$ cat src/rtl/pilha_pkg.sv
// pilha_pkg -- shared definitions for the pilha_param stack.
//   PILHA_CTRL_WIDTH : width of the ctrl operation code
//   PILHA_FLUSH/PUSH/POP/SWAP : ctrl encodings
package pilha_pkg;

    localparam int PILHA_CTRL_WIDTH = 2;

    localparam logic [PILHA_CTRL_WIDTH-1:0] PILHA_FLUSH = 2'b00;
    localparam logic [PILHA_CTRL_WIDTH-1:0] PILHA_PUSH  = 2'b01;
    localparam logic [PILHA_CTRL_WIDTH-1:0] PILHA_POP   = 2'b10;
    localparam logic [PILHA_CTRL_WIDTH-1:0] PILHA_SWAP  = 2'b11;

endpackage

$ cat src/rtl/pilha_param.sv
// pilha_param -- parameterised LIFO stack held in a circular buffer.
//
// Ports
//   clk      in   single clock, rising edge
//   rst      in   synchronous active-high reset
//   active   in   operation strobe; ctrl is ignored while low
//   ctrl     in   FLUSH / PUSH / POP / SWAP (see pilha_pkg)
//   data_in  in   word written by PUSH and SWAP
//   data_out out  top of stack, 0 when empty (combinational from registered state)
//   count    out  number of valid entries, 0..2**DEPTH_LOG2
//   full     out  count == 2**DEPTH_LOG2
//   empty    out  count == 0
//   error    out  outcome of the most recent active operation
//   err_ovf  out  sticky overflow flag, cleared by FLUSH or rst
//   err_unf  out  sticky underflow flag, cleared by FLUSH or rst
//
// Build option
//   PILHA_WRAP_EN : when defined, PUSH on a full stack overwrites the oldest
//                   entry and advances the base instead of being rejected.
module pilha_param
    import pilha_pkg::*;
#(
    parameter int DATA_WIDTH = 16,
    parameter int DEPTH_LOG2 = 3
) (
    input  logic                        clk,
    input  logic                        rst,
    input  logic                        active,
    input  logic [PILHA_CTRL_WIDTH-1:0] ctrl,
    input  logic [DATA_WIDTH-1:0]       data_in,
    output logic [DATA_WIDTH-1:0]       data_out,
    output logic [DEPTH_LOG2:0]         count,
    output logic                        full,
    output logic                        empty,
    output logic                        error,
    output logic                        err_ovf,
    output logic                        err_unf
);

    localparam int DEPTH = 1 << DEPTH_LOG2;

    localparam logic [DEPTH_LOG2-1:0] IDX_ONE  = 1;
    localparam logic [DEPTH_LOG2:0]   CNT_ONE  = 1;
    localparam logic [DEPTH_LOG2:0]   CNT_FULL = {1'b1, {DEPTH_LOG2{1'b0}}};

    logic [DATA_WIDTH-1:0] mem_q [DEPTH];

    logic [DEPTH_LOG2-1:0] base_q,  base_d;
    logic [DEPTH_LOG2:0]   count_q, count_d;
    logic                  error_q, error_d;
    logic                  ovf_q,   ovf_d;
    logic                  unf_q,   unf_d;

    logic                  wr_en;
    logic [DEPTH_LOG2-1:0] wr_idx;
    logic [DEPTH_LOG2-1:0] top_idx;
    logic [DEPTH_LOG2-1:0] push_idx;
    logic                  is_full;
    logic                  is_empty;

    assign is_full  = (count_q == CNT_FULL);
    assign is_empty = (count_q == '0);

    // With count == DEPTH the low count bits are zero, so push_idx lands on
    // base (the oldest entry) and top_idx on base-1, both as required.
    assign top_idx  = base_q + count_q[DEPTH_LOG2-1:0] - IDX_ONE;
    assign push_idx = base_q + count_q[DEPTH_LOG2-1:0];

    always_comb begin
        count_d = count_q;
        base_d  = base_q;
        error_d = error_q;
        ovf_d   = ovf_q;
        unf_d   = unf_q;
        wr_en   = 1'b0;
        wr_idx  = push_idx;

        if (active) begin
            case (ctrl)
                PILHA_FLUSH: begin
                    count_d = '0;
                    error_d = 1'b0;
                    ovf_d   = 1'b0;
                    unf_d   = 1'b0;
                end
                PILHA_PUSH: begin
                    if (!is_full) begin
                        wr_en   = 1'b1;
                        count_d = count_q + CNT_ONE;
                        error_d = 1'b0;
                    end else begin
`ifdef PILHA_WRAP_EN
                        wr_en   = 1'b1;
                        base_d  = base_q + IDX_ONE;
                        error_d = 1'b0;
                        ovf_d   = 1'b1;
`else
                        error_d = 1'b1;
                        ovf_d   = 1'b1;
`endif
                    end
                end
                PILHA_POP: begin
                    if (!is_empty) begin
                        count_d = count_q - CNT_ONE;
                        error_d = 1'b0;
                    end else begin
                        error_d = 1'b1;
                        unf_d   = 1'b1;
                    end
                end
                default: begin
                    // SWAP: replace top, or act as PUSH on an empty stack
                    wr_en   = 1'b1;
                    error_d = 1'b0;
                    if (!is_empty) begin
                        wr_idx = top_idx;
                    end else begin
                        count_d = CNT_ONE;
                    end
                end
            endcase
        end

        // Reset wins over a coincident operation, including its storage write.
        if (rst) begin
            wr_en = 1'b0;
        end
    end

    always_ff @(posedge clk) begin
        if (rst) begin
            count_q <= '0;
            base_q  <= '0;
            error_q <= 1'b0;
            ovf_q   <= 1'b0;
            unf_q   <= 1'b0;
        end else begin
            count_q <= count_d;
            base_q  <= base_d;
            error_q <= error_d;
            ovf_q   <= ovf_d;
            unf_q   <= unf_d;
        end
    end

    // Storage is deliberately left out of reset.
    always_ff @(posedge clk) begin
        if (wr_en) begin
            mem_q[wr_idx] <= data_in;
        end
    end

    assign data_out = is_empty ? '0 : mem_q[top_idx];
    assign count    = count_q;
    assign full     = is_full;
    assign empty    = is_empty;
    assign error    = error_q;
    assign err_ovf  = ovf_q;
    assign err_unf  = unf_q;

endmodule

$ cat config.mk
export PLATFORM = sky130hd
export DESIGN_NAME = pilha_param
export DESIGN_NICKNAME = d
export VERILOG_FILES = /design/src/rtl/pilha_pkg.sv /design/src/rtl/pilha_param.sv
export SDC_FILE = /design/constraint.sdc
export NUM_CORES = 1
export LEC_CHECK = 0
export CORE_MARGIN = 4
export CORE_UTILIZATION = 58
export DETAILED_ROUTE_END_ITERATION = 10
export GPL_TIMING_DRIVEN = 0
export HOLD_SLACK_MARGIN = 0.15
export PLACE_DENSITY = 0.76
export SKIP_CTS_REPAIR_TIMING = 1
export SLEW_MARGIN = 10
export SYNTH_ARGS = -nofsm -noshare
export SYNTH_HDL_FRONTEND = slang
export SYNTH_SLANG_ARGS = --single-unit
$ cat constraint.sdc
create_clock -name clk -period 4.1 [get_ports clk]
set_input_delay 0.82 -clock clk [delete_from_list [all_inputs] [get_ports clk]]
set_output_delay 0.82 -clock clk [all_outputs]
set_load 0.03 [all_outputs]
== Word-level counts from Yosys, hierarchy flattened ==
Memories as Yosys holds them, arrays and structs flattened.
Index checks and enable logic that the tools add are counted.

* Register bits: 7
* RAM bits: 128
* Input port bits: 21
* Output and inout port bits: 25
* Word-level logic and storage cells: 46
* Memories: 1

* Add/subtract/negate cells: 3
* Equal/unequal tests: 7
* Muxes and demuxes: 21
* Reduce and logical (&&, ||, !) cells: 10

{| class="wikitable"
|+ Memory list
! name !! depth !! width !! rd ports !! clocked after memory_dff !! write ports !! line !! text
|-
| mem_q || 8 || 16 || 1 || 0 || 1 || pilha_param.sv:46 || <nowiki>logic [DATA_WIDTH-1:0] mem_q [DEPTH];</nowiki>
|}

{| class="wikitable"
|+ Operator list
! cell !! count
|-
| 16-bit two-way mux || 1
|-
| 4-bit two-way mux || 3
|-
| 4-bit one-hot mux with 3 select lines || 1
|-
| 1-bit two-way mux || 9
|-
| 3-bit two-way mux || 3
|-
| 2-bit != test, second input constant || 4
|-
| 1-bit one-hot mux with 2 select lines || 4
|-
| 3-bit AND reduction || 2
|-
| 4-bit by 1-bit adder with 4-bit output, second input constant || 1
|-
| 4-bit equality test, second input constant || 1
|-
| 4-bit logical NOT || 1
|-
| 4-bit AND reduction || 1
|-
| 2-bit nonzero test || 2
|-
| 4-bit nonzero test || 1
|-
| 4-bit by 1-bit subtractor with 4-bit output, second input constant || 1
|-
| 3-bit OR reduction || 1
|-
| 3-bit by 1-bit subtractor with 3-bit output, second input constant || 1
|-
| 2-bit by 1-bit equality test with 1-bit output, second input constant || 1
|-
| 2-bit equality test, second input constant || 1
|-
| 2-bit logical NOT || 1
|-
| 2-bit OR reduction || 1
|}

== Depth between registers and ports, before layout ==
Gate-level depths: netlist (run 1).

* Depth in word-level cells: 7
* Mapped depth: 10
* Gate-level depth less buffers: 8

== Least setup slack after synthesis (run 1) ==
OpenSTA, ideal clock, no wires.

* Path kind: flip-flop to flip-flop
* From: reg count_q[0] (netlist: count[0])
* To: mem mem_q[7][0] (enable)
* Library setup time: 409 ps
* Arrival time: 3119 ps
* Data required time: 3691 ps
* Setup slack: 572 ps
* Stages on the path, launching flop included: 11
* Buffers on the path: 4
* Clock period less this slack: 3528 ps
* Cell sequence: dfxtp_1 -> buf_2 -> buf_2 -> inv_1 -> ha_1 -> buf_6 -> nor3b_4 -> buf_4 -> nor3_1 -> o21ai_0 -> nor3_1

* Cells in the longest elaborated chain, start to end: 7
* Elaborated cells between the ends (all ways): 12
* Classes of those cells: 1 x add/sub; 1 x eq/ne; 9 x mux; 1 x reduce/logical

{| class="wikitable"
|+ Ends and longest elaborated chain
! what !! line !! text
|-
| start, declared || pilha_param.sv:49 || <nowiki>logic [DEPTH_LOG2:0] count_q, count_d;</nowiki>
|-
| start signal, assigned || pilha_param.sv:139 || <nowiki>count_q <= count_d;</nowiki>
|-
| 4-bit equality test || pilha_param.sv:61 || <nowiki>assign is_full = (count_q == CNT_FULL);</nowiki>
|-
| 1-bit two-way mux || pilha_param.sv:87 || <nowiki>if (!is_full) begin</nowiki>
|-
| 1-bit one-hot mux with 2 select lines || pilha_param.sv:79 || <nowiki>case (ctrl)</nowiki>
|-
| 1-bit two-way mux || pilha_param.sv:78 || <nowiki>if (active) begin</nowiki>
|-
| 1-bit two-way mux || pilha_param.sv:126 || <nowiki>if (rst) begin</nowiki>
|-
| 1-bit two-way mux || pilha_param.sv:149 || <nowiki>if (wr_en) begin</nowiki>
|-
| 1-bit two-way mux (implied by the code) || pilha_param.sv:150 || <nowiki>mem_q[wr_idx] <= data_in;</nowiki>
|-
| end, declared || pilha_param.sv:46 ||
|}

Parallel ways exist; a longest one is shown, timed or not.

== Worst setup path after layout (run 1) ==
* From: reg count_q[0] (netlist: count[0])
* To: out empty

* Cells in the longest elaborated chain, start to end: 1

{| class="wikitable"
|+ Ends and longest elaborated chain
! what !! line !! text
|-
| 4-bit logical NOT || pilha_param.sv:62 || <nowiki>assign is_empty = (count_q == '0);</nowiki>
|-
| end, declared || pilha_param.sv:34 || <nowiki>output logic empty,</nowiki>
|}

No other way between the ends.

==> results.toml, run 1 <==
[synth]
synth_edf_count = 128
ys_async_sr_fraction_pct = 0
synthFlopType = "edfxtp_1"
synth_area_leaders = "edfxtp_1, mux4_2, dfxtp_1"
synth_top_area_share_pct = 68.4
yosys.area.top_type = "edfxtp_1"
syn_inst = 320
ys_ff_latch = 135
synth_nets = 348
ys_seq_area_share_pct = 70.9
syn_avg_cell_area_um2 = 17.6
syn_area_um2 = 5620
synth_cell_types = 45
yosysWarnings = 0

[final_layout]
nFillCells = 555
syn_to_final_growth_pct = 24.2
insertedDiodeCount = 0
final_nets = 417
drive_gt1_share_pct = 23.1

[placed_design]
globalplace.congestion = 0.826
numPortBuffers = 44
hpwlAfterDp_um = 7220

[setup_path]
worstSetupPathType = "flop to output port"
path_cells = "buf_2 > buf_2 > inv_1 > ha_1 > buf_6 > nor3b_4 > buf_4 > buf_2 > clkdlybuf4s50_1"
cp.required_ps = 3280
crit_path_start_kind = "flop"
cp_max_fo = 10
cpMostUsedCell = "buf_2"
cp-end-kind = "output port"
reg2reg_slack_ps = 690
arrival_ps = 3040
worst_path_max_delay_cell = "clkdlybuf4s50_1"
max_stage_delay_ps = 740

[sta]
min_period_ps = 3860
max-slew-margin-rel_pct = 33.6
slew_viol_final = 0
hold_viol = 0
fin_tns_setup_ps = 0
rsz0062_at_grt = "no"
worst_pin_slew_ps = 991
finalSetupViolCount = 0
holdWs_ps = 503
timing.fmax_mhz = 259
finClkSkew_ps = 9.16
finalCritPeriodShare_pct = 94.1

[floorplanning]
die_w_um = 106
rows = 35
die_h_um = 106
initial_utilization_pct = 60.2
die_area_um2 = 11300
core-area_um2 = 9330
io_pins = 46

[detailed_routing]
wl_per_cell_um = 21.8
firstDrtPassIters = 5
vias_per_cell = 5.99
dr_total_vias = 3179
initialDrtViolationCount = 287
drc = 0
ant_nets = 0
routed_wl_um = 11600

[clock_tree]
clock_path_buffers = 2
clk_latency_ps = 500
cts_max_level = 4
cts_tree = "done"
cts_sinks = 135
cts_root_buf = "clkbuf_8"
cts_buffers = 17
path_clk_slew_ps = 60

[grt]
grt_pass1_wl_um = 18400
grt_util_all_layers_pct = 22.1
antenna_found_initial = 0
grt-ovfl-total = 0
grt_pass1_vias = 3190
grt_max_degree = 17

[worst_hold_path]
hold_path_class = "flop to flop"

[job]
maxCapViolations = 0

[power]
p_leak_nw = 2.56
p_per_area_nw_per_um2 = 507
peakVddDrop_mv = 0.377

[run_status]
status = "finished, final reports clean"
## sequential cells by signal (all words and copies together), names as in the netlist
register  cells
mem_q       128
error         1
err_unf       1
err_ovf       1
count         4
## cells in the final DEF, fill, tap and decap left out, drive strengths merged, types with 2 or more instances in the layout
cell | netlist | final
a21oi | 22 | 22
and3 | 5 | 5
buf | 13 | 18
bufinv | 0 | 2
clkbuf | 5 | 24
clkdlybuf4s50 | 0 | 28
clkinv | 0 | 3
clkinvlp | 0 | 3
dfxtp | 7 | 7
dlymetal6s2s | 0 | 16
edfxtp | 128 | 128
ha | 7 | 7
inv | 6 | 12
mux2i | 2 | 2
mux4 | 32 | 32
nand2 | 34 | 34
nand2b | 3 | 3
nand3 | 2 | 2
nand4 | 2 | 2
nand4b | 2 | 2
nor2 | 3 | 3
nor2b | 2 | 2
nor3 | 9 | 9
nor3b | 2 | 2
o21ai | 8 | 8
or3 | 2 | 2
xnor2 | 2 | 2
xor2 | 3 | 3
## worst max-delay path, delay by kind of cell, from the launching register on
kind	cells	cell delay [ps]
AND/OR/NAND/NOR	1	200
adder cells (fa/ha/maj)	1	150
flip-flops	1	330
buffers and inverters	7	1840
## layout make-up
cell class | instances | area, um2 | share of cell area [%]
multi-input cells | 161 | 1570 | 22.5
inverters | 6 | 22.5 | 0.323
well taps | 129 | 161 | 2.31
clock buffers | 18 | 418 | 5.99
repair buffers | 50 | 544 | 7.80
plain buffers | 18 | 111 | 1.60
clock inverters | 14 | 164 | 2.35
flip-flops and latches | 135 | 3980 | 57.1
## synth_stat cells (2+ instances only)
cell / n
nand2_1: 34
nand2b_1: 3
nand3_1: 2
nand4b_1: 2
clkbuf_1: 5
and3_1: 5
nor3_1: 9
nor2b_1: 2
nand4_1: 2
edfxtp_1: 128
mux2i_1: 2
buf_4: 3
nor2_1: 3
o21ai_0: 8
xnor2_1: 2
buf_2: 9
dfxtp_1: 7
mux4_2: 32
a21oi_1: 22
or3_1: 2
inv_1: 6
ha_1: 7
xor2_1: 3
## routing by layer
layer	share of wire [%]	wire (um)	GRT usage (%)
met2	50	5810	34.7
met3	5.9	681	4.01
met4	0.73	84	6.58
met5	0	0	0
met1	43	4990	32.2
## worst paths after layout
path,endpoint,startpoint,depth (start not counted)
setup / recovery,empty,count[0],9
hold / removal,err_unf,err_unf,2
setup reg to reg,mem_q[3][10],count[0],9
hold reg to reg,err_unf,err_unf,2
## cells by family (layout without fill, tap and decap cells)
logic type	Yosys count	in the layout	synth area share, %
buffers and inverters	24	106	2.14
xor gates and xnor gates	5	5	0.779
muxes	34	34	13.2
DFF	135	135	70.9
AOI/OAI and AO/OA	43	43	4.72
adders and majority gates	7	7	1.56
and+or+nand+nor	72	72	6.72
## where the power goes
part           internal (mW)  total (mW)  switching [mW]
Combinational          0.222       0.531           0.309
Clock                  0.882        1.47           0.587
Sequential              1.53        1.54         0.00825
## metrics by stage
stage               utilization [%]  setup WS [ps]  power (mW)  std cells  area [um2]
global route                   74.8           82.7        3.67        531        6980
CTS                            73.7           -599        3.55        530        6880
floorplan                         -            572        1.90        320        5620
detailed placement             67.5          -47.4        2.09        498        6300
finish                         74.8            242        3.54        531        6980
global placement               66.7           -819        2.08        493        6220
Power figures use the tool's default switching activity.
==> run 2, diff against run 1 <==
CTS_CLUSTER_SIZE = 24   (was default)
SKIP_LAST_GASP = 1   (was default)
SLEW_MARGIN = default   (was 10)
==> results.toml, run 2 (synthesis gave the netlist of run 1 again) <==
[final_layout]
final_nets = 417
final_common_cell = "edfxtp_1"
insertedDiodeCount = 0
utilization_pct = 74.7
largest_reg_flops = 128
syn_to_final_growth_pct = 24.0
top_register = "mem_q"
mostFrequentLayoutCells = "edfxtp_1, nand2_1, mux4_2"
regArea_um2 = 3980
multi_input_area_um2 = 1570
drive_gt1_share_pct = 23.1
nFillCells = 558

[clock_tree]
path_clk_slew_ps = 60
cts_buffers = 17
cts_tree = "done"
cts_max_level = 4
clk_latency_ps = 510
cts_sinks = 135
cts_root_buf = "clkbuf_8"
clock_path_buffers = 2

[sta]
slew_viol_final = 0
timing.fmax_mhz = 243
worst_pin_slew_ps = 1020
rsz0062_at_grt = "yes"
hold_viol = 0
finalSetupViolCount = 1
worst_slack_ps = -18.6
fin_tns_setup_ps = -18.6
min_period_ps = 4120
finalCritPeriodShare_pct = 100
finClkSkew_ps = 9.55
max-slew-margin-rel_pct = 31.9

[grt]
grt_max_degree = 17
grt_pass1_wl_um = 18400
grt-ovfl-total = 0
grt_util_all_layers_pct = 22.1
grt_pass1_vias = 3190
antenna_found_initial = 0

[job]
maxCapViolations = 0

[setup_path]
cp_max_fo = 10
worstSetupPathType = "flop to output port"
cp.required_ps = 3280
r2r_start = "count[0]"
cp-end-kind = "output port"
crit_path_start_kind = "flop"
cpMostUsedCell = "buf_2"
max_stage_delay_ps = 690
path_cells = "buf_2 > buf_2 > inv_1 > ha_1 > buf_2 > clkbuf_4 > mux4_2 > nand2_1 > a21oi_1 > clkdlybuf4s50_1"
worst_path_max_delay_cell = "clkdlybuf4s50_1"
crit_path_start = "count[0]"
arrival_ps = 3300

[placed_design]
numPortBuffers = 44
dp_slack_ps = -47.4
hpwlAfterDp_um = 7220
globalplace.congestion = 0.826

[detailed_routing]
firstDrtPassIters = 5
initialDrtViolationCount = 282
vias_per_cell = 6.03
routed_wl_um = 11600
dr_total_vias = 3203
highest-signal-layer = "met4"
wl_per_cell_um = 21.9
drc = 0
met2_length_um = 5810
met1Wirelength_um = 4990
ant_nets = 0
dr_wl_met3_um = 718

[power]
p_per_area_nw_per_um2 = 508
p_leak_nw = 2.53
peakVddDrop_mv = 0.381
power_mw = 3.54

[run_status]
status = "finished with violations"
violations = "negative setup slack"

[floorplanning]
initial_utilization_pct = 60.2
rows = 35
die_w_um = 106
core-area_um2 = 9330
io_pins = 46
die_area_um2 = 11300
die_h_um = 106

[worst_hold_path]
hold_path_class = "flop to flop"
hp-start = "err_unf"
## run 2: final cells by class
type,instances,share of cell area (%)
Sequential cell,135,57.2
Multi-Input combinational cell,161,22.6
Timing Repair Buffer,50,7.74
Clock buffer,18,6.00
Clock inverter,14,2.35
Tap cell,129,2.32
Buffer,18,1.56
Inverter,6,0.323
## run 2: metrics by stage
stage          hold WS, ps  cell area, um2  instances
2_1_floorplan          637            5620        320
3_3_place_gp           478            6220        493
3_5_place_dp           498            6300        498
4_1_cts                512            6880        530
5_1_grt                581            6970        531
6_report               503            6970        531
## run 2: worst paths after layout
check	slack (ps)	depth (start not counted)	endpoint
worst max-delay path	-20	10	data_out[4]
worst min-delay path	500	2	err_unf
worst max register to register	670	9	mem_q[3][14]
worst min register to register	500	2	err_unf
## run 2: metal layers
layer	up-vias	GRT usage, %
met5	-	0
met4	0	6.58
met3	11	4.01
met2	131	34.7
met1	1634	32.2
li1	1427	-
## run 2: critical path: cells and delay by family, from the launching register on
family | cells | cell delay [ps]
buffers and inverters | 6 | 1720
multiplexers | 1 | 240
flip-flops | 1 | 360
AND/OR/NAND/NOR | 1 | 50
adder cells (fa/ha/maj) | 1 | 270
AO/OA/AOI/OAI | 1 | 160
## run 2: report_power, final
part	internal, mW	switching (mW)	leakage (nW)
registers	1.53	0.00822	1.21
clock network	0.882	0.591	0.276
logic	0.222	0.310	1.04
total	2.63	0.909	2.53
